### config.mk
export PLATFORM = sky130hd
export DESIGN_NAME = lab2_mux_sched
export DESIGN_NICKNAME = d
export VERILOG_FILES = /design/src/rtl/lab2_mux_sched_pkg.sv /design/src/rtl/lab2_mux_sched_rr_pick.sv /design/src/rtl/lab2_mux_sched.sv
export SDC_FILE = /design/constraint.sdc
export NUM_CORES = 1
export LEC_CHECK = 0
export BUFFER_PORTS_ARGS = -buffer_cell sky130_fd_sc_hd__buf_2
export CAP_MARGIN = 20
export CORE_ASPECT_RATIO = 0.9
export CORE_UTILIZATION = 40
export DETAILED_ROUTE_END_ITERATION = 12
export GPL_ROUTABILITY_DRIVEN = 0
export GPL_TIMING_DRIVEN = 1
export PLACE_DENSITY = 0.67
export SYNTH_ARGS = -nofsm -noshare
export SYNTH_HDL_FRONTEND = slang
export SYNTH_HIERARCHICAL = 1
export SYNTH_SLANG_ARGS = --single-unit
### constraint.sdc
create_clock -name CLOCK_50 -period 1.85 [get_ports CLOCK_50]
set_clock_uncertainty 0.05 [all_clocks]
set_input_delay 0.2775 -clock CLOCK_50 [delete_from_list [all_inputs] [get_ports CLOCK_50]]
set_output_delay 0.2775 -clock CLOCK_50 [all_outputs]
set_load 0.02 [all_outputs]
### src/rtl/lab2_mux_sched_pkg.sv
// Shared constants and state encoding for the lab 2 mux scheduler.
// The mux select is fixed at 2 bits, so the requester count is fixed at 4.
package lab2_pkg;

   localparam int N_REQ_DEF       = 4;
   localparam int DATA_W_DEF      = 2;
   localparam int HOLD_CYCLES_DEF = 8;
   localparam int SEL_W           = 2;

   typedef enum logic [1:0] {
      S_IDLE  = 2'd0,
      S_GRANT = 2'd1,
      S_GAP   = 2'd2
   } state_t;

endpackage

### src/rtl/lab2_mux_sched_rr_pick.sv
// Round-robin pick: rotate the request vector so that ptr sits at bit 0,
// find the first set bit, then rotate that index back into requester space.
module rr_pick
   import lab2_pkg::*;
#(
   parameter int N_REQ = N_REQ_DEF
) (
   input  logic [N_REQ-1:0] req,
   input  logic [SEL_W-1:0] ptr,
   output logic             any,
   output logic [SEL_W-1:0] idx
);

   logic [2*N_REQ-1:0] req_dbl;
   logic [N_REQ-1:0]   req_rot;
   logic [SEL_W-1:0]   offset;

   assign req_dbl = {req, req};
   assign req_rot = req_dbl[ptr +: N_REQ];

   always_comb begin
      offset = '0;
      // Descending scan so the lowest rotated position wins.
      for (int k = N_REQ - 1; k >= 0; k--) begin
         if (req_rot[k]) offset = SEL_W'(k);
      end
   end

   assign any = |req;
   // Two-bit addition wraps modulo N_REQ.
   assign idx = ptr + offset;

endmodule

### src/rtl/lab2_mux_sched.sv
// Round-robin scheduler sharing the board 4:1 mux between four requesters,
// with bounded tenure and a one-cycle turnaround bubble between grants.
//
// state   | meaning
// --------+--------------------------------------------------------------
// S_IDLE  | no grant, waiting for any request
// S_GRANT | one requester owns the mux; tenure counts its cycles
// S_GAP   | one-cycle bus turnaround bubble, pointer already advanced
module lab2_mux_sched
   import lab2_pkg::*;
#(
   parameter int  N_REQ       = N_REQ_DEF,
   parameter int  DATA_W      = DATA_W_DEF,
   parameter int  HOLD_CYCLES = HOLD_CYCLES_DEF,
   localparam int CNT_W       = $clog2(HOLD_CYCLES) + 1
) (
   input  logic                    CLOCK_50,
   input  logic                    reset,
   input  logic [N_REQ-1:0]        req,
   input  logic [N_REQ*DATA_W-1:0] data,
   output logic [N_REQ-1:0]        grant,
   output logic [SEL_W-1:0]        sel,
   output logic [DATA_W-1:0]       mux_out,
   output logic                    valid,
   output logic [CNT_W-1:0]        tenure
);

   state_t           state;
   logic [SEL_W-1:0] ptr;
   logic             pick_any;
   logic [SEL_W-1:0] pick_idx;
   logic [N_REQ-1:0] pick_onehot;
   logic             holder_req;
   logic             others_req;
   logic             tenure_max;

   rr_pick #(.N_REQ(N_REQ)) u_rr_pick (
      .req (req),
      .ptr (ptr),
      .any (pick_any),
      .idx (pick_idx)
   );

   assign pick_onehot = {{(N_REQ-1){1'b0}}, 1'b1} << pick_idx;
   assign holder_req  = req[sel];
   assign others_req  = |(req & ~grant);
   assign tenure_max  = (tenure == CNT_W'(HOLD_CYCLES - 1));

   always_ff @(posedge CLOCK_50 or posedge reset) begin
      if (reset) begin
         state  <= S_IDLE;
         grant  <= '0;
         sel    <= '0;
         valid  <= 1'b0;
         tenure <= '0;
         ptr    <= '0;
      end else begin
         case (state)
            S_IDLE, S_GAP: begin
               if (pick_any) begin
                  state  <= S_GRANT;
                  grant  <= pick_onehot;
                  sel    <= pick_idx;
                  valid  <= 1'b1;
                  tenure <= '0;
               end else begin
                  state <= S_IDLE;
               end
            end
            S_GRANT: begin
               // Release and preemption share one exit path into the bubble.
               if (!holder_req || (tenure_max && others_req)) begin
                  state  <= S_GAP;
                  grant  <= '0;
                  valid  <= 1'b0;
                  tenure <= '0;
                  ptr    <= sel + SEL_W'(1);
               end else if (!tenure_max) begin
                  tenure <= tenure + CNT_W'(1);
               end
            end
            default: begin
               state  <= S_IDLE;
               grant  <= '0;
               valid  <= 1'b0;
               tenure <= '0;
            end
         endcase
      end
   end

   always_comb begin
      mux_out = '0;
      if (valid) mux_out = data[sel*DATA_W +: DATA_W];
   end

endmodule

# --- After elaboration in Yosys (flattened, before gate mapping) ---
# Cells that the tools add are included.
word_totals:
  in_bits: 14
  word_cells: 52
  ff_bits: 15
  output_inout_bits: 13
classes:
  n_eq_ne: 6
  bitwise: 2
  reduce_logical: 11
  shift: 3
  add_sub_neg: 3
  magnitude_cmp: 1
  mux: 20
ops:
  columns: ["op", "n"]
  rows:
  - ["$mux 4", 5]
  - ["$pmux 4 s2", 2]
  - ["$mux 2", 6]
  - ["$reduce_and 2->1", 4]
  - ["$reduce_or 4->1", 2]
  - ["$shiftx 8x3->4", 1]
  - ["$shiftx 8x4->2", 1]
  - ["$add 4x1->4 const B", 1]
  - ["$and 4x4->4", 1]
  - ["$eq 4x3->1 const B", 1]
  - ["$mux 1", 4]
  - ["$ne 2x2->1 const B", 2]
  - ["$not 4->4", 1]
  - ["$pmux 2 s2", 1]
  - ["$shl 1x2->4 const A", 1]
  - ["$lt 2x3->1 const B", 1]
  - ["$ne 3x3->1 const B", 1]
  - ["$add 2x1->2 const B", 1]
  - ["$add 2x2->2", 1]
  - ["$bmux 1 s2", 1]
  - ["$eq 2x1->1 const B", 1]
  - ["$eq 2x2->1 const B", 1]
  - ["$logic_not 2->1", 1]
  - ["$pmux 1 s2", 1]
  - ["other kinds (4)", 4]

# --- Longest topological paths before layout ---
logic_depth:
  word_depth: 9
  depth_mapped: 10
  ltp_nobuf: 10

# --- By module ---
# Netlist, hierarchy kept.
modules_own_cells:
  columns: ["module", "seq_area_each_um2", "n_inst", "area_per_inst_um2", "cells_per_inst"]
  rows:
  - ["lab2_mux_sched", 375.4, 1, 877.1, 78]
  - ["rr_pick", 0.0, 1, 161.4, 22]

# --- Worst setup path after synthesis ---
# Ideal clock, no wire load.
synth_timing:
  kind: "reg2reg"
  start: "reg ptr[1]"
  end: "reg grant[2]"
  path_stages_with_launch: 11
  setup_ns: 0.078
  path_buffers: 0
  arrival_time_ns: 1.759
  required_time_ns: 1.722
  setup_slack_ns: -0.037
  synth_period_minus_slack_ns: 1.887
  path_cell_list: "dfrtp_1 > and2b_1 > nand2_1 > o211ai_1 > o21a_1 > ha_1 > xnor2_1 > xnor2_1 > nor2b_1 > mux2i_1 > o2bb2ai_1"
synth_via:
  elab_chain_len: 9
synth_rtl:
  columns: ["item", "line_no", "text"]
  rows:
  - ["from (decl)", "lab2_mux_sched.sv:29", "logic [SEL_W-1:0] ptr;"]
  - ["from (signal assigned)", "lab2_mux_sched.sv:77", "ptr <= sel + SEL_W'(1);"]
  - ["$shiftx 8x3->4", "lab2_mux_sched_rr_pick.sv:19", "assign req_rot = req_dbl[ptr +: N_REQ];"]
  - ["$mux 2 (4 in series)", "lab2_mux_sched_rr_pick.sv:25", "if (req_rot[k]) offset = SEL_W'(k);"]
  - ["$add 2x2->2 (*)", "lab2_mux_sched_rr_pick.sv:31", "assign idx = ptr + offset;"]
  - ["named net pick_idx[1]", "lab2_mux_sched.sv:31", "logic [SEL_W-1:0] pick_idx;"]
  - ["$shl 1x2->4 (*)", "lab2_mux_sched.sv:44", "assign pick_onehot = {{(N_REQ-1){1'b0}}, 1'b1} << pick_idx;"]
  - ["$mux 4 (*)", "lab2_mux_sched.sv:60", "if (pick_any) begin"]
  - ["$pmux 4 s2 (*)", "lab2_mux_sched.sv:58", "case (state)"]
  - ["to (signal assigned)", "lab2_mux_sched.sv:62", "grant <= pick_onehot;"]
  - ["to (decl)", "lab2_mux_sched.sv:21", "output logic [N_REQ-1:0] grant,"]
# The timed path passes the listed nets; every way through them passes the cells marked *. The select of a mux whose other input is x is not followed.
# A chain may end at the register's enable or synchronous reset.

# --- Final worst setup path ---
# Ends and elaborated chain as after synthesis.

==> flow_summary.json <==
{
  "status": "finished, violations left",
  "violations": "negative setup slack",
  "synth.mux.area_fraction_pct": 18.2,
  "yosysTopAreaCellShare_pct": 36.1,
  "fin_nets": 160,
  "cap_viol_max_count": 0,
  "drc": 0,
  "vdd.ir_drop.worst_mv": 0.911,
  "synth_top_family_by_area": "simple AND/OR/NAND/NOR gates",
  "wl_per_cell_um": 14.3,
  "relSlewSlack_pct": 62.2,
  "synth_cells": 100,
  "grt_pass1_wl_um": 4060,
  "slowest_delay_ns": 0.40,
  "yosysMostFrequentCell": "dfrtp_1",
  "ys_ff_latch": 15,
  "fp.dieH_um": 50.3,
  "synth_compound_area_share_pct": 16.9,
  "area_growth_pct": 32.8,
  "path_max_fanout": 5,
  "synthSimpleGateAreaFrac_pct": 19.5,
  "clock_latency_ns": 0.28,
  "finalNonFillerCells": 171,
  "syn_nets": 116,
  "cts_tree": "done",
  "grt_max_degree": 16,
  "overflow": 0,
  "yosysTopAreaCell": "dfrtp_1",
  "p_leak_nw": 0.680,
  "cts_max_path_buffers": 2,
  "rr_worst_depth": 10,
  "cp_data_arrival_time_ns": 2.15,
  "multi_input_area_um2": 646,
  "grt_pass1_vias": 911,
  "num_io_pins": 27,
  "finalSetupViolCount": 5,
  "power_density_nw_per_um2": 1560,
  "worstPathRequired_ns": 2.02,
  "seq_area_um2": 377,
  "worstSetupPathType": "flop to flop",
  "avgSynthCellArea_um2": 10.4,
  "synth_edf_count": 0,
  "dr_total_vias": 952,
  "cts_made_buffers": 3,
  "drt_pass1_iterations": 4,
  "die_x_um": 55.7,
  "cp_cell_sequence": "nand2_1, a21oi_2, o22ai_1, o21a_1, ha_2, xnor2_2, xnor2_2, nor2b_1, mux2i_1, o2bb2ai_1",
  "slowest_stage": "dfrtp_1",
  "syn_area_um2": 1040,
  "start_util_pct": 42.5,
  "rsz0062_at_grt": "yes",
  "synth_xor_area_share_pct": 2.53,
  "period_needed_ns": 1.99,
  "synth_area_leaders": "dfrtp_1 (36%), mux4_1 (5.1%), mux2i_1 (4.8%)",
  "finalPower_mw": 2.14,
  "cts-root-buf": "clkbuf_4",
  "drt_iter0_drc": 17,
  "n_antenna_cell": 0,
  "wirelength_um": 2440,
  "fin_ws_ns": -0.135,
  "ys_seq_area_share_pct": 36.1,
  "finalHoldViolations": 0,
  "final_util_pct": 56.4,
  "htree_num_levels": 1,
  "rows": 17,
  "preCtsSetupSlack_ns": -0.122,
  "antenna_found_initial": 0,
  "synthArstFlopShare_pct": 100,
  "clk_pin_slew_ns": 0.09,
  "clock_sinks": 15,
  "min_path_type": "flop to flop",
  "synthAdderAreaFrac_pct": 2.41,
  "drtAntennaViolNets": 0,
  "cp_common_cell": "xnor2_2",
  "final.period_utilization_pct": 107,
  "hold_path_depth": 1,
  "vias_per_cell": 5.57,
  "synthFlopType": "dfrtp_1",
  "drive_gt1_share_pct": 45.5,
  "grt_util_all_layers_pct": 18.6,
  "max_freq_ghz": 0.504,
  "cp-start-kind": "flop",
  "yosys_warnings": 6,
  "fp.dieArea_um2": 2800,
  "core_um2": 2450,
  "crit_path_end_kind": "flop",
  "synthTopCellsByCount": "dfrtp_1 (15), nor2b_1 (7), inv_1 (6)",
  "hpwlAfterDp_um": 1820,
  "port_buffers": 26,
  "worst_pin_slew_ns": 0.566,
  "num-fill-cells": 208,
  "synth_cell_types": 44,
  "place_inst": 162,
  "drv_slew": 0
}
-- critical path, delay by kind of cell, from the launching register on --
family / cells / cell delay [ns]
mux: 1 / 0.08
compound gates: 4 / 0.59
fa+ha+maj: 1 / 0.18
xor+xnor: 2 / 0.38
simple gates: 2 / 0.26
flops: 1 / 0.40
-- sequential cells by signal, summed over array words and instances (netlist names) --
register and flops:
grant 4, valid 1, sel 2, tenure 4, ptr 2, state 2
-- metrics by stage --
stage / TNS [ns] / hold WS [ns] / cell area [µm²]
after global routing: -1.12 / 0.509 / 1380
after CTS: -0.108 / 0.480 / 1340
after detailed placement: -0.401 / 0.316 / 1280
final: -0.482 / 0.473 / 1380
after floorplan: 0 / 0.129 / 1060
after global placement: -0.211 / 0.309 / 1280
-- where the power goes --
part / total (mW) / switching [mW] / internal [mW]
clock network: 0.185 / 0.101 / 0.0836
registers: 0.620 / 0.171 / 0.449
logic: 1.34 / 0.628 / 0.713
-- cell families (layout without fill, tap and decap cells) --
logic type	count (synthesis)	after routing
simple gates	35	35
compound gates	22	22
flops	15	15
mux	13	13
buf+inv	10	53
xor+xnor	3	3
fa+ha+maj	2	2
-- routing by layer --
metal | GRT usage, % | up-vias | wire length, µm
li1 | - | 456 | -
met1 | 24.9 | 464 | 1140
met2 | 31.5 | 28 | 1170
met3 | 4.64 | 4 | 108
met4 | 2.50 | 0 | 25
met5 | 0 | - | 0
-- final timing paths --
kind                                            from              endpoint  slack, ns
worst max-delay path              ptr[1]$_DFFE_PP0P_  grant[2]$_DFFE_PP0P_      -0.14
worst min-delay path            state[1]$_DFFE_PP0P_     valid$_DFFE_PP0P_       0.47
worst max register to register    ptr[1]$_DFFE_PP0P_  grant[2]$_DFFE_PP0P_      -0.14
worst min register to register  state[1]$_DFFE_PP0P_     valid$_DFFE_PP0P_       0.47
max in group asynchronous                      reset    sel[0]$_DFFE_PP0P_       0.81
min in group asynchronous                      reset     valid$_DFFE_PP0P_       0.53
-- layout make-up --
type / count / area share, %
sequential: 15 / 27.3
timing repair buffer: 42 / 19.5
clock buffer: 4 / 1.91
inverter: 7 / 1.91
tap: 28 / 2.54
multi-input combinational: 75 / 46.8
-- repair_timing --
action                     CTS  global route
cloned                       0             0
hold buffers                 1             0
gates resized for setup      4             9
pin swaps                    5             7
setup endpoints to repair    7             9
hold endpoints to repair     7             0
setup buffers                3             1
-- layout by cell type (no fill, tap or decap), types with 3 or more instances in the layout --
| cell | synthesis | layout |
|---|---|---|
| o2bb2ai_1 | 4 | 4 |
| nand2b_1 | 5 | 5 |
| inv_1 | 6 | 6 |
| buf_6 | 1 | 3 |
| buf_4 | 0 | 14 |
| mux2i_1 | 5 | 5 |
| nand2_1 | 4 | 4 |
| clkbuf_4 | 0 | 3 |
| o21ai_0 | 3 | 3 |
| nor2b_1 | 7 | 7 |
| mux4_2 | 1 | 3 |
| dfrtp_1 | 15 | 14 |
| buf_2 | 0 | 24 |
| nand3_1 | 4 | 4 |
| nor2_1 | 5 | 4 |
(Power assumes the default switching activity.)
